==> config.mk <==
export PLATFORM = sky130hd
export DESIGN_NAME = ttt_game_controller
export DESIGN_NICKNAME = d
export VERILOG_FILES = /design/src/rtl/ttt_pkg.sv /design/src/rtl/ttt_line_checker.sv /design/src/rtl/ttt_game_controller.sv
export SDC_FILE = /design/constraint.sdc
export NUM_CORES = 1
export LEC_CHECK = 0
export ABC_AREA = 0
export BUFFER_PORTS_ARGS = -buffer_cell sky130_fd_sc_hd__buf_2
export CORE_MARGIN = 2
export CORE_UTILIZATION = 60
export CTS_CLUSTER_DIAMETER = 60
export DETAILED_ROUTE_END_ITERATION = 16
export GPL_TIMING_DRIVEN = 0
export HOLD_SLACK_MARGIN = 0.05
export PLACE_DENSITY = 0.8
export SYNTH_ARGS = -nofsm -noshare
export SYNTH_HDL_FRONTEND = slang
export SYNTH_SLANG_ARGS = --single-unit
export TNS_END_PERCENT = 1
==> constraint.sdc <==
create_clock -name clk -period 3.7 [get_ports clk]
set_input_delay 0.37 -clock clk [delete_from_list [all_inputs] [get_ports clk]]
set_output_delay 0.37 -clock clk [all_outputs]
set_load 0.05 [all_outputs]
==> src/rtl/ttt_pkg.sv <==
`timescale 1ns/1ps
`default_nettype none
// ============================================================================
// Module      : ttt_pkg
// Description : Shared types and constants for the tic-tac-toe controller.
//               Cell encoding, game FSM states, board geometry and a helper
//               that extracts one cell from the flat board vector.
// Revision    : 1.0 - initial release
// ============================================================================
package ttt_pkg;

  typedef logic [1:0] cell_t;

  localparam cell_t EMPTY  = 2'b00;
  localparam cell_t MARK_X = 2'b01;
  localparam cell_t MARK_O = 2'b10;

  typedef enum logic [1:0] {
    IDLE      = 2'd0,
    WAIT_MOVE = 2'd1,
    CHECK     = 2'd2,
    DONE      = 2'd3
  } game_state_t;

  localparam int NUM_CELLS = 9;
  localparam int BOARD_W   = 2 * NUM_CELLS;

  // Cell i lives at board[2i+1:2i], row-major.
  function automatic cell_t cell_at(input logic [BOARD_W-1:0] b, input int i);
    return b[2*i +: 2];
  endfunction

endpackage
`default_nettype wire

==> src/rtl/ttt_line_checker.sv <==
`timescale 1ns/1ps
`default_nettype none
// ============================================================================
// Module      : ttt_line_checker
// Description : Purely combinational scan of the 8 winning lines (3 rows,
//               3 columns, 2 diagonals) for three equal non-empty marks.
// Ports       : board    in  18  flat board, cell i at [2i+1:2i]
//               win      out  1  a completed line exists
//               win_mark out  2  mark on the completed line (EMPTY if none)
// Revision    : 1.0 - initial release
// ============================================================================
module ttt_line_checker
  import ttt_pkg::*;
(
  input  logic [BOARD_W-1:0] board,
  output logic               win,
  output cell_t              win_mark
);

  // Cell indices of each line: rows, columns, then the two diagonals.
  localparam logic [3:0] LINE_A [8] = '{4'd0, 4'd3, 4'd6, 4'd0, 4'd1, 4'd2, 4'd0, 4'd2};
  localparam logic [3:0] LINE_B [8] = '{4'd1, 4'd4, 4'd7, 4'd3, 4'd4, 4'd5, 4'd4, 4'd4};
  localparam logic [3:0] LINE_C [8] = '{4'd2, 4'd5, 4'd8, 4'd6, 4'd7, 4'd8, 4'd8, 4'd6};

  always_comb begin
    win      = 1'b0;
    win_mark = EMPTY;
    for (int l = 0; l < 8; l++) begin
      if (!win &&
          cell_at(board, int'(LINE_A[l])) != EMPTY &&
          cell_at(board, int'(LINE_A[l])) == cell_at(board, int'(LINE_B[l])) &&
          cell_at(board, int'(LINE_A[l])) == cell_at(board, int'(LINE_C[l]))) begin
        win      = 1'b1;
        win_mark = cell_at(board, int'(LINE_A[l]));
      end
    end
  end

endmodule
`default_nettype wire

==> src/rtl/ttt_game_controller.sv <==
`timescale 1ns/1ps
`default_nettype none
// ============================================================================
// Module      : ttt_game_controller
// Description : Two-player tic-tac-toe sequencer. Alternates X/O turns,
//               rejects illegal moves, auto-places on per-turn timeout into
//               the lowest free cell, and detects win or draw.
// Ports       : clk         in   1  system clock
//               rst_n       in   1  synchronous active-low reset
//               start       in   1  begin new game (IDLE or DONE only)
//               move_valid  in   1  single-cycle move strobe
//               move_idx    in   4  target cell 0..8, row-major
//               board       out 18  cell i at [2i+1:2i]; 00/01 X/10 O
//               turn        out  1  0 = X to move, 1 = O to move
//               illegal     out  1  one-cycle pulse, move rejected
//               timeout     out  1  one-cycle pulse, auto-placement done
//               game_over   out  1  high while in DONE
//               winner      out  2  01 X, 10 O, 00 draw/none
// Revision    : 1.0 - initial release
// ============================================================================
module ttt_game_controller
  import ttt_pkg::*;
#(
  parameter int TIMEOUT_CYCLES = 500_000_000,
  parameter int TW             = 29
) (
  input  logic               clk,
  input  logic               rst_n,
  input  logic               start,
  input  logic               move_valid,
  input  logic [3:0]         move_idx,
  output logic [BOARD_W-1:0] board,
  output logic               turn,
  output logic               illegal,
  output logic               timeout,
  output logic               game_over,
  output logic [1:0]         winner
);

  localparam logic [TW-1:0] TIMER_LAST = TW'(TIMEOUT_CYCLES - 1);
  localparam logic [3:0]    FULL_COUNT = 4'(NUM_CELLS);

  game_state_t        state, state_nx;
  logic [BOARD_W-1:0] board_nx;
  logic               turn_nx;
  logic               illegal_nx;
  logic               timeout_nx;
  cell_t              winner_nx;
  logic [TW-1:0]      timer, timer_nx;
  logic [3:0]         move_count, count_nx;

  logic               line_win;
  cell_t              line_mark;
  logic               cell_busy;
  logic               move_ok;
  logic               place_en;
  logic [3:0]         place_idx;
  logic [3:0]         free_idx;
  cell_t              mover_mark;

  // Priority encoder: lowest-index empty cell. Scanning downward lets the
  // last (lowest) hit win.
  function automatic logic [3:0] lowest_free(input logic [BOARD_W-1:0] b);
    logic [3:0] idx;
    idx = 4'd0;
    for (int i = NUM_CELLS - 1; i >= 0; i--) begin
      if (cell_at(b, i) == EMPTY) idx = 4'(i);
    end
    return idx;
  endfunction

  ttt_line_checker u_line_checker (
    .board    (board),
    .win      (line_win),
    .win_mark (line_mark)
  );

  // Occupancy of the strobed cell; indices above 8 never match here and are
  // rejected separately by the range check.
  always_comb begin
    cell_busy = 1'b0;
    for (int i = 0; i < NUM_CELLS; i++) begin
      if (move_idx == 4'(i)) cell_busy = (cell_at(board, i) != EMPTY);
    end
  end

  assign move_ok    = (move_idx < FULL_COUNT) && !cell_busy;
  assign mover_mark = turn ? MARK_O : MARK_X;
  assign free_idx   = lowest_free(board);
  assign game_over  = (state == DONE);

  always_ff @(posedge clk) begin
    if (!rst_n) begin
      state      <= IDLE;
      board      <= '0;
      turn       <= 1'b0;
      illegal    <= 1'b0;
      timeout    <= 1'b0;
      winner     <= EMPTY;
      timer      <= '0;
      move_count <= '0;
    end else begin
      state      <= state_nx;
      board      <= board_nx;
      turn       <= turn_nx;
      illegal    <= illegal_nx;
      timeout    <= timeout_nx;
      winner     <= winner_nx;
      timer      <= timer_nx;
      move_count <= count_nx;
    end
  end

  always_comb begin
    state_nx   = state;
    board_nx   = board;
    turn_nx    = turn;
    illegal_nx = 1'b0;
    timeout_nx = 1'b0;
    winner_nx  = winner;
    timer_nx   = timer;
    count_nx   = move_count;
    place_en   = 1'b0;
    place_idx  = 4'd0;

    case (state)
      IDLE: begin
        board_nx = '0;
        if (start) begin
          state_nx  = WAIT_MOVE;
          turn_nx   = 1'b0;
          timer_nx  = '0;
          count_nx  = '0;
          winner_nx = EMPTY;
        end
      end

      WAIT_MOVE: begin
        timer_nx = timer + TW'(1);
        if (move_valid && move_ok) begin
          // A legal strobe beats a coinciding timeout.
          place_en  = 1'b1;
          place_idx = move_idx;
        end else begin
          illegal_nx = move_valid;
          if (timer == TIMER_LAST) begin
            timeout_nx = 1'b1;
            place_en   = 1'b1;
            place_idx  = free_idx;
          end
        end
        if (place_en) begin
          count_nx = move_count + 4'd1;
          state_nx = CHECK;
        end
      end

      CHECK: begin
        if (line_win) begin
          state_nx  = DONE;
          winner_nx = line_mark;
        end else if (move_count == FULL_COUNT) begin
          state_nx  = DONE;
          winner_nx = EMPTY;
        end else begin
          state_nx = WAIT_MOVE;
          turn_nx  = ~turn;
          timer_nx = '0;
        end
      end

      DONE: begin
        if (start) begin
          state_nx  = WAIT_MOVE;
          board_nx  = '0;
          winner_nx = EMPTY;
          turn_nx   = 1'b0;
          timer_nx  = '0;
          count_nx  = '0;
        end
      end

      default: state_nx = IDLE;
    endcase

    if (place_en) begin
      for (int i = 0; i < NUM_CELLS; i++) begin
        if (place_idx == 4'(i)) board_nx[2*i +: 2] = mover_mark;
      end
    end
  end

endmodule
`default_nettype wire

==> results of run 1 <==
[per-stage QoR]
stage / area (um^2) / worst slack, ns / util
2_1_floorplan: 3620 / 0.709 / -
3_3_place_gp: 3860 / 0.642 / 0.656
3_5_place_dp: 3860 / 0.613 / 0.656
4_1_cts: 4080 / 0.601 / 0.693
5_1_grt: 4080 / 0.393 / 0.693
6_report: 4080 / 0.583 / 0.693
[state kept, by name, summed over array words and instances, names as in the netlist]
name and flops:
timer 29, board 18, move_count 4, state 2, winner 2, illegal 1
timeout 1, turn 1
[layer usage]
metal  GRT usage  vias up
met5           0        -
met4       0.123        0
met3      0.0681       22
met2       0.455      189
met1       0.437     1800
li1            -     1824
[where the power goes]
part	switching (W)	internal, W
Clock	0.000281	0.000377
Sequential	0.0000237	0.000649
Combinational	0.000373	0.000160
Total	0.000677	0.00119
[worst register-to-register path: stages (launching register included)]
cell and delay, ns:
dfxtp_1 0.43, buf_4 0.23, nor3_1 0.09, o2111ai_4 0.23
nand2_2 0.12, or4b_4 0.58, o31a_1 0.38, buf_2 0.20
o21ai_2 0.35, buf_2 0.31, nor2_1 0.08
[cell usage after synthesis (3+ instances only)]
cell type	number
buf_6	3
o21ai_0	20
nand2b_1	3
nor4_1	4
nor3_1	11
a211oi_1	4
and3_1	14
or2_2	3
a21oi_1	37
clkbuf_1	12
o31ai_1	21
nor2_1	25
buf_2	13
dfxtp_1	58
and2_1	5
or2_1	3
ha_1	7
or3_1	12
a32o_1	4
nand3b_1	4
nor2b_1	9
nand4_1	9
a31oi_1	4
nand2_1	40
inv_1	15
a22o_1	4
o21ai_1	6
o22ai_1	6
or4_1	23
nand3_1	30
[kinds of logic after synthesis]
| kind of cell | after synthesis | share of synthesized area |
|---|---|---|
| compound gates | 130 | 0.239 |
| xor+xnor | 4 | 0.00969 |
| fa+ha+maj | 7 | 0.0242 |
| buf+inv | 47 | 0.0616 |
| flops | 58 | 0.321 |
| mux | 5 | 0.0180 |
| simple gates | 210 | 0.326 |
[worst paths after layout]
check,cells after the start,to
worst max register to register,10,timer[0]
worst max-delay path,10,timer[0]
worst min-delay path,3,illegal
worst min register to register,2,timer[24]
[final cells by class]
| type | count | share of cell area |
|---|---|---|
| Tap cell | 75 | 0.0230 |
| Sequential cell | 58 | 0.285 |
| Timing Repair Buffer | 30 | 0.0368 |
| Multi-Input combinational cell | 356 | 0.547 |
| Buffer | 32 | 0.0408 |
| Clock buffer | 9 | 0.0304 |
| Inverter | 15 | 0.0138 |
| Clock inverter | 7 | 0.0230 |
==> results.cfg, run 1 <==
[run_status]
status = finished clean

[critical_path]
cp.arrival_ns = 3.35
critPathMaxStageDelay_ns = 0.58
startpoint = board[8]
path_class = reg -> reg
crit_path_cell_trace = buf_4, nor3_1, o2111ai_4, nand2_2, or4b_4, o31a_1, buf_2, o21ai_2, buf_2, nor2_1
slowest_stage = or4b_4
r2r_slack_ns = 0.58
path_buf_inv = 3
cp-end-kind = flop
path_max_fanout = 10
cpMostUsedCell = buf_2
cp_top_family = compound AO/OA/AOI/OAI gates
start_kind = flop
required_ns = 3.93
r2r-start = board[8]

[hold_path]
min_path_type = in -> reg
min_from = move_valid

[global_route]
grt_use_total = 0.308
antenna_found_initial = 0
grt_pass1_vias = 3378
grt_max_degree = 12
gr-total-overflow = 0
grt_pass1_wl_um = 15900

[route]
dr_wl_met3_um = 919
top_layer = met4
routed_wl_um = 9860
vias = 3835
first_pass_iters = 6
wl_met2_um = 4250
first_iter_violations = 395
drc = 0
routedWlPerCell_um = 16.9
ant_nets = 0
via_per_inst = 6.59
wl_met1_um = 4510

[timing]
max_clock_freq_mhz = 321
worst_slew_margin_rel = 0.445
finalHoldViolCount = 0
rsz0062_at_grt = false
fin_skew_ns = 0.0151
setup_viol = 0
worst_hold_slack_ns = 0.281
fin_setup_tns_ns = 0
finalMaxSlewViolations = 0
fin_crit_sh = 0.843
period_needed_ns = 3.12
worst_slew_pin_slew_ns = 0.824

[final_layout]
fill_cells = 502
layout-drive-gt1-share = 0.150
diodes = 0
syn_to_final_growth_pct = 12.8
final_cell_mix = 58 x dfxtp_1, 43 x buf_2, 40 x nand2_1, 37 x a21oi_1, 30 x nand3_1
regArea_um2 = 1160
multi_input_area_um2 = 2230
finalNetCount = 517
final_common_cell = dfxtp_1
stdcell_count = 582

[clock_tree]
path_clk_slew_ns = 0.07
ctsResizeCount = 0
clock-sinks = 58
cts_root_buffer = clkbuf_8
post_cts_buffers = 0
insertion_delay_ns = 0.35
ctsHoldBuffers = 0
h-tree-depth = 3
cts_tree = built
clockBufferDepth = 2
cts-buffers-inserted = 9

[pwr]
power_w = 0.00186
power.density_nw_per_um2 = 457
ir_worst_vdd_mv = 0.400
leakagePower_nw = 1.54

[place]
routabilityCongestion = 0.996
dp.cells = 566
port-buffer-count = 30
dp_hpwl_um = 7140

[logic_synthesis]
yosysSeqAreaShare = 0.321
async_flop_share = 0
synth_edf_count = 0
synth.distinct_cells = 68
ys_ff_latch = 58
ys_warn_count = 0
synthesis.area_um2 = 3620
synthFlopType = dfxtp_1
netlist.area_leader.share = 0.321
synth_cells = 461
syn-num-nets = 476
avgSynthCellArea_um2 = 7.84
ys_top_cells_by_area = dfxtp_1 32%, a21oi_1 5.1%, or4_1 4.8%
synth_area_leader_cell = dfxtp_1

[floorplan]
pin_count = 32
rows = 28
die_y_um = 81.6
die-area_um2 = 6660
start_util = 0.614
die_x_um = 81.6
coreArea_um2 = 5890

[flow_run]
cap_violations = 0
(Power assumes the default switching activity.)
==> run 2: changes to the inputs <==
--- a/config.mk
+++ b/config.mk
@@ -5,7 +5,7 @@
 export SDC_FILE = /design/constraint.sdc
 export NUM_CORES = 1
 export LEC_CHECK = 0
-export ABC_AREA = 0
+export ABC_AREA = 1
 export BUFFER_PORTS_ARGS = -buffer_cell sky130_fd_sc_hd__buf_2
 export CORE_MARGIN = 2
 export CORE_UTILIZATION = 60
==> constraint.sdc (replaced) <==
create_clock -name clk -period 2.9 [get_ports clk]
set_input_delay 0.29 -clock clk [delete_from_list [all_inputs] [get_ports clk]]
set_output_delay 0.29 -clock clk [all_outputs]
set_load 0.05 [all_outputs]
==> run 2 against run 1 <==
Compared with the run above: global-route usage rose by 3.9 points; die area is 18% higher; total power is 44% higher; synthesized area rose by 19%; combinational power grew 100%.
==> results.cfg, run 2 <==
[run_status]
status = finished clean

[logic_synthesis]
post-synth-top-count-cell = nand2_1
ys_ff_latch = 58
yosysSeqAreaShare = 0.270
synthFlopType = dfxtp_1
synth_cells = 702
synth_common_cells = 176 x nand2_1, 83 x nor2_1, 72 x nand3_1, 71 x inv_1, 58 x dfxtp_1
avgSynthCellArea_um2 = 6.13
synth_area_leader_cell = dfxtp_1
async_flop_share = 0
ys_warn_count = 0
ys_top_cells_by_area = dfxtp_1 27%, nand2_1 15%, nand3_1 8.4%
syn-num-nets = 717
synth.distinct_cells = 37
netlist.area_leader.share = 0.270
synthesis.area_um2 = 4310
synth_edf_count = 0

[hold_path]
hold_depth = 3
min_path_type = in -> reg
whs_endpoint = illegal
min_from = move_valid

[global_route]
grt_pass1_vias = 4465
gr-total-overflow = 0
grt_pass1_wl_um = 21200
grt_max_degree = 12
antenna_found_initial = 0
grt_use_total = 0.347

[pwr]
pwr-share-comb = 0.401
power.density_nw_per_um2 = 565
power_switching_w = 0.00123
p_int_w = 0.00146
ir_worst_vdd_mv = 0.317
clkPwrFrac = 0.255
swShare = 0.456
p_seq_frac = 0.344
leakagePower_nw = 1.83

[final_layout]
finalNetCount = 759
fill_cells = 643
diodes = 0
top_register = timer
syn_to_final_growth_pct = 10.5
final_common_cell = nand2_1
final_cell_mix = 176 x nand2_1, 83 x nor2_1, 72 x nand3_1, 71 x inv_1, 58 x dfxtp_1
layout-drive-gt1-share = 0.113
largest_reg_flops = 29
largest_registers = timer: 29 flops, board: 18 flops, move_count: 4 flops

[route]
via_per_inst = 5.81
first_pass_iters = 5
vias = 4906
ant_nets = 0
first_iter_violations = 338
routedWlPerCell_um = 15.6
routed_wl_um = 13200
drc = 0

[timing]
fin_skew_ns = 0.0105
fin_setup_tns_ns = 0
finalHoldViolCount = 0
fin_crit_sh = 0.874
max_clock_freq_mhz = 395
worst_slew_margin_rel = 0.630
worst_hold_slack_ns = 0.251
period_needed_ns = 2.53
finalMaxSlewViolations = 0
setup_viol = 0
worst_slew_pin_slew_ns = 0.554
rsz0062_at_grt = false

[place]
port-buffer-count = 31
routabilityCongestion = 1.01
dp_hpwl_um = 10000

[floorplan]
die_y_um = 88.7
die-area_um2 = 7870
pin_count = 32
coreArea_um2 = 6870
die_x_um = 88.7
rows = 30
start_util = 0.627

[clock_tree]
h-tree-depth = 3
path_clk_slew_ns = 0.07
post_cts_buffers = 0
ctsHoldBuffers = 0
clock-sinks = 58
cts-buffers-inserted = 9
cts_root_buffer = clkbuf_8
clockBufferDepth = 2
insertion_delay_ns = 0.35
cts_tree = built
ctsResizeCount = 0

[flow_run]
cap_violations = 0

[critical_path]
cp.arrival_ns = 2.80
r2r-start = state[0]
path_class = reg -> reg
r2r_slack_ns = 0.37
path_max_fanout = 10
cp-end-kind = flop
reg2regPathDepth = 9
start_kind = flop
required_ns = 3.17
timing.rr.end = timer[16]
run 2: stage by stage:
step	setup WS, ns	std cells	total power (W)	instance area (um^2)	util
2_1_floorplan	0.628	702	0.00172	4310	-
3_3_place_gp	0.490	829	0.00197	4580	0.667
3_5_place_dp	0.434	829	0.00199	4580	0.667
4_1_cts	0.417	845	0.00267	4760	0.693
5_1_grt	0.141	845	0.00284	4760	0.693
6_report	0.366	845	0.00269	4760	0.693
run 2: cell type report:
type,instances,area (um^2),share of cell area
Clock inverter,6,41.3,0.00868
Inverter,79,298,0.0626
Clock buffer,10,138,0.0289
Tap cell,96,120,0.0252
Sequential cell,58,1160,0.244
Buffer,26,129,0.0271
Timing Repair Buffer,31,155,0.0326
Multi-Input combinational cell,539,2720,0.571
run 2: routing by layer:
layer,part of all wire,wire [um],track usage,up-vias
met1,0.40,5300,0.410,2235
li1,-,-,-,2418
met5,0,0,0,-
met2,0.50,6630,0.615,215
met3,0.065,853,0.0532,38
met4,0.033,432,0.161,0
run 2: cells by family (layout without fill, tap and decap cells):
family                   after synthesis  in the layout  synth area share
XOR/XNOR                              24             24            0.0488
flip-flops                            58             58             0.270
buffers and inverters                105            152            0.0991
adder cells (fa/ha/maj)                7              7            0.0203
AND/OR/NAND/NOR                      436            436             0.471
AO/OA/AOI/OAI                         72             72            0.0915
run 2: power groups by stage:
stage          sequential [W]  clock, W  combinational, W
2_1_floorplan         0.00102         0          0.000708
3_3_place_gp         0.000935         0           0.00103
3_5_place_dp         0.000939         0           0.00105
4_1_cts              0.000921  0.000688           0.00106
5_1_grt              0.000930  0.000726           0.00118
6_report             0.000924  0.000687           0.00108
run 2: how the worst max path moves through the flow:
stage | start | end | slack, ns | cells after the start
3_3_place_gp | timer[0] | board[3] | 0.49 | 15
2_1_floorplan | board[0] | timer[6] | 0.63 | 12
5_1_grt | timer[0] | board[2] | 0.14 | 15
4_1_cts | timer[0] | board[3] | 0.42 | 15
6_report | state[0] | timer[16] | 0.37 | 9
3_5_place_dp | timer[0] | board[3] | 0.43 | 15
run 2: worst max-delay path, cell delays in order, from the launching register on:
cell and delay (ns):
dfxtp_1 0.40, inv_1 0.09, ha_1 0.39, inv_1 0.15
nor2_1 0.07, inv_1 0.13, clkbuf_1 0.41, clkbuf_1 0.47
nand4_1 0.17, a21oi_1 0.18
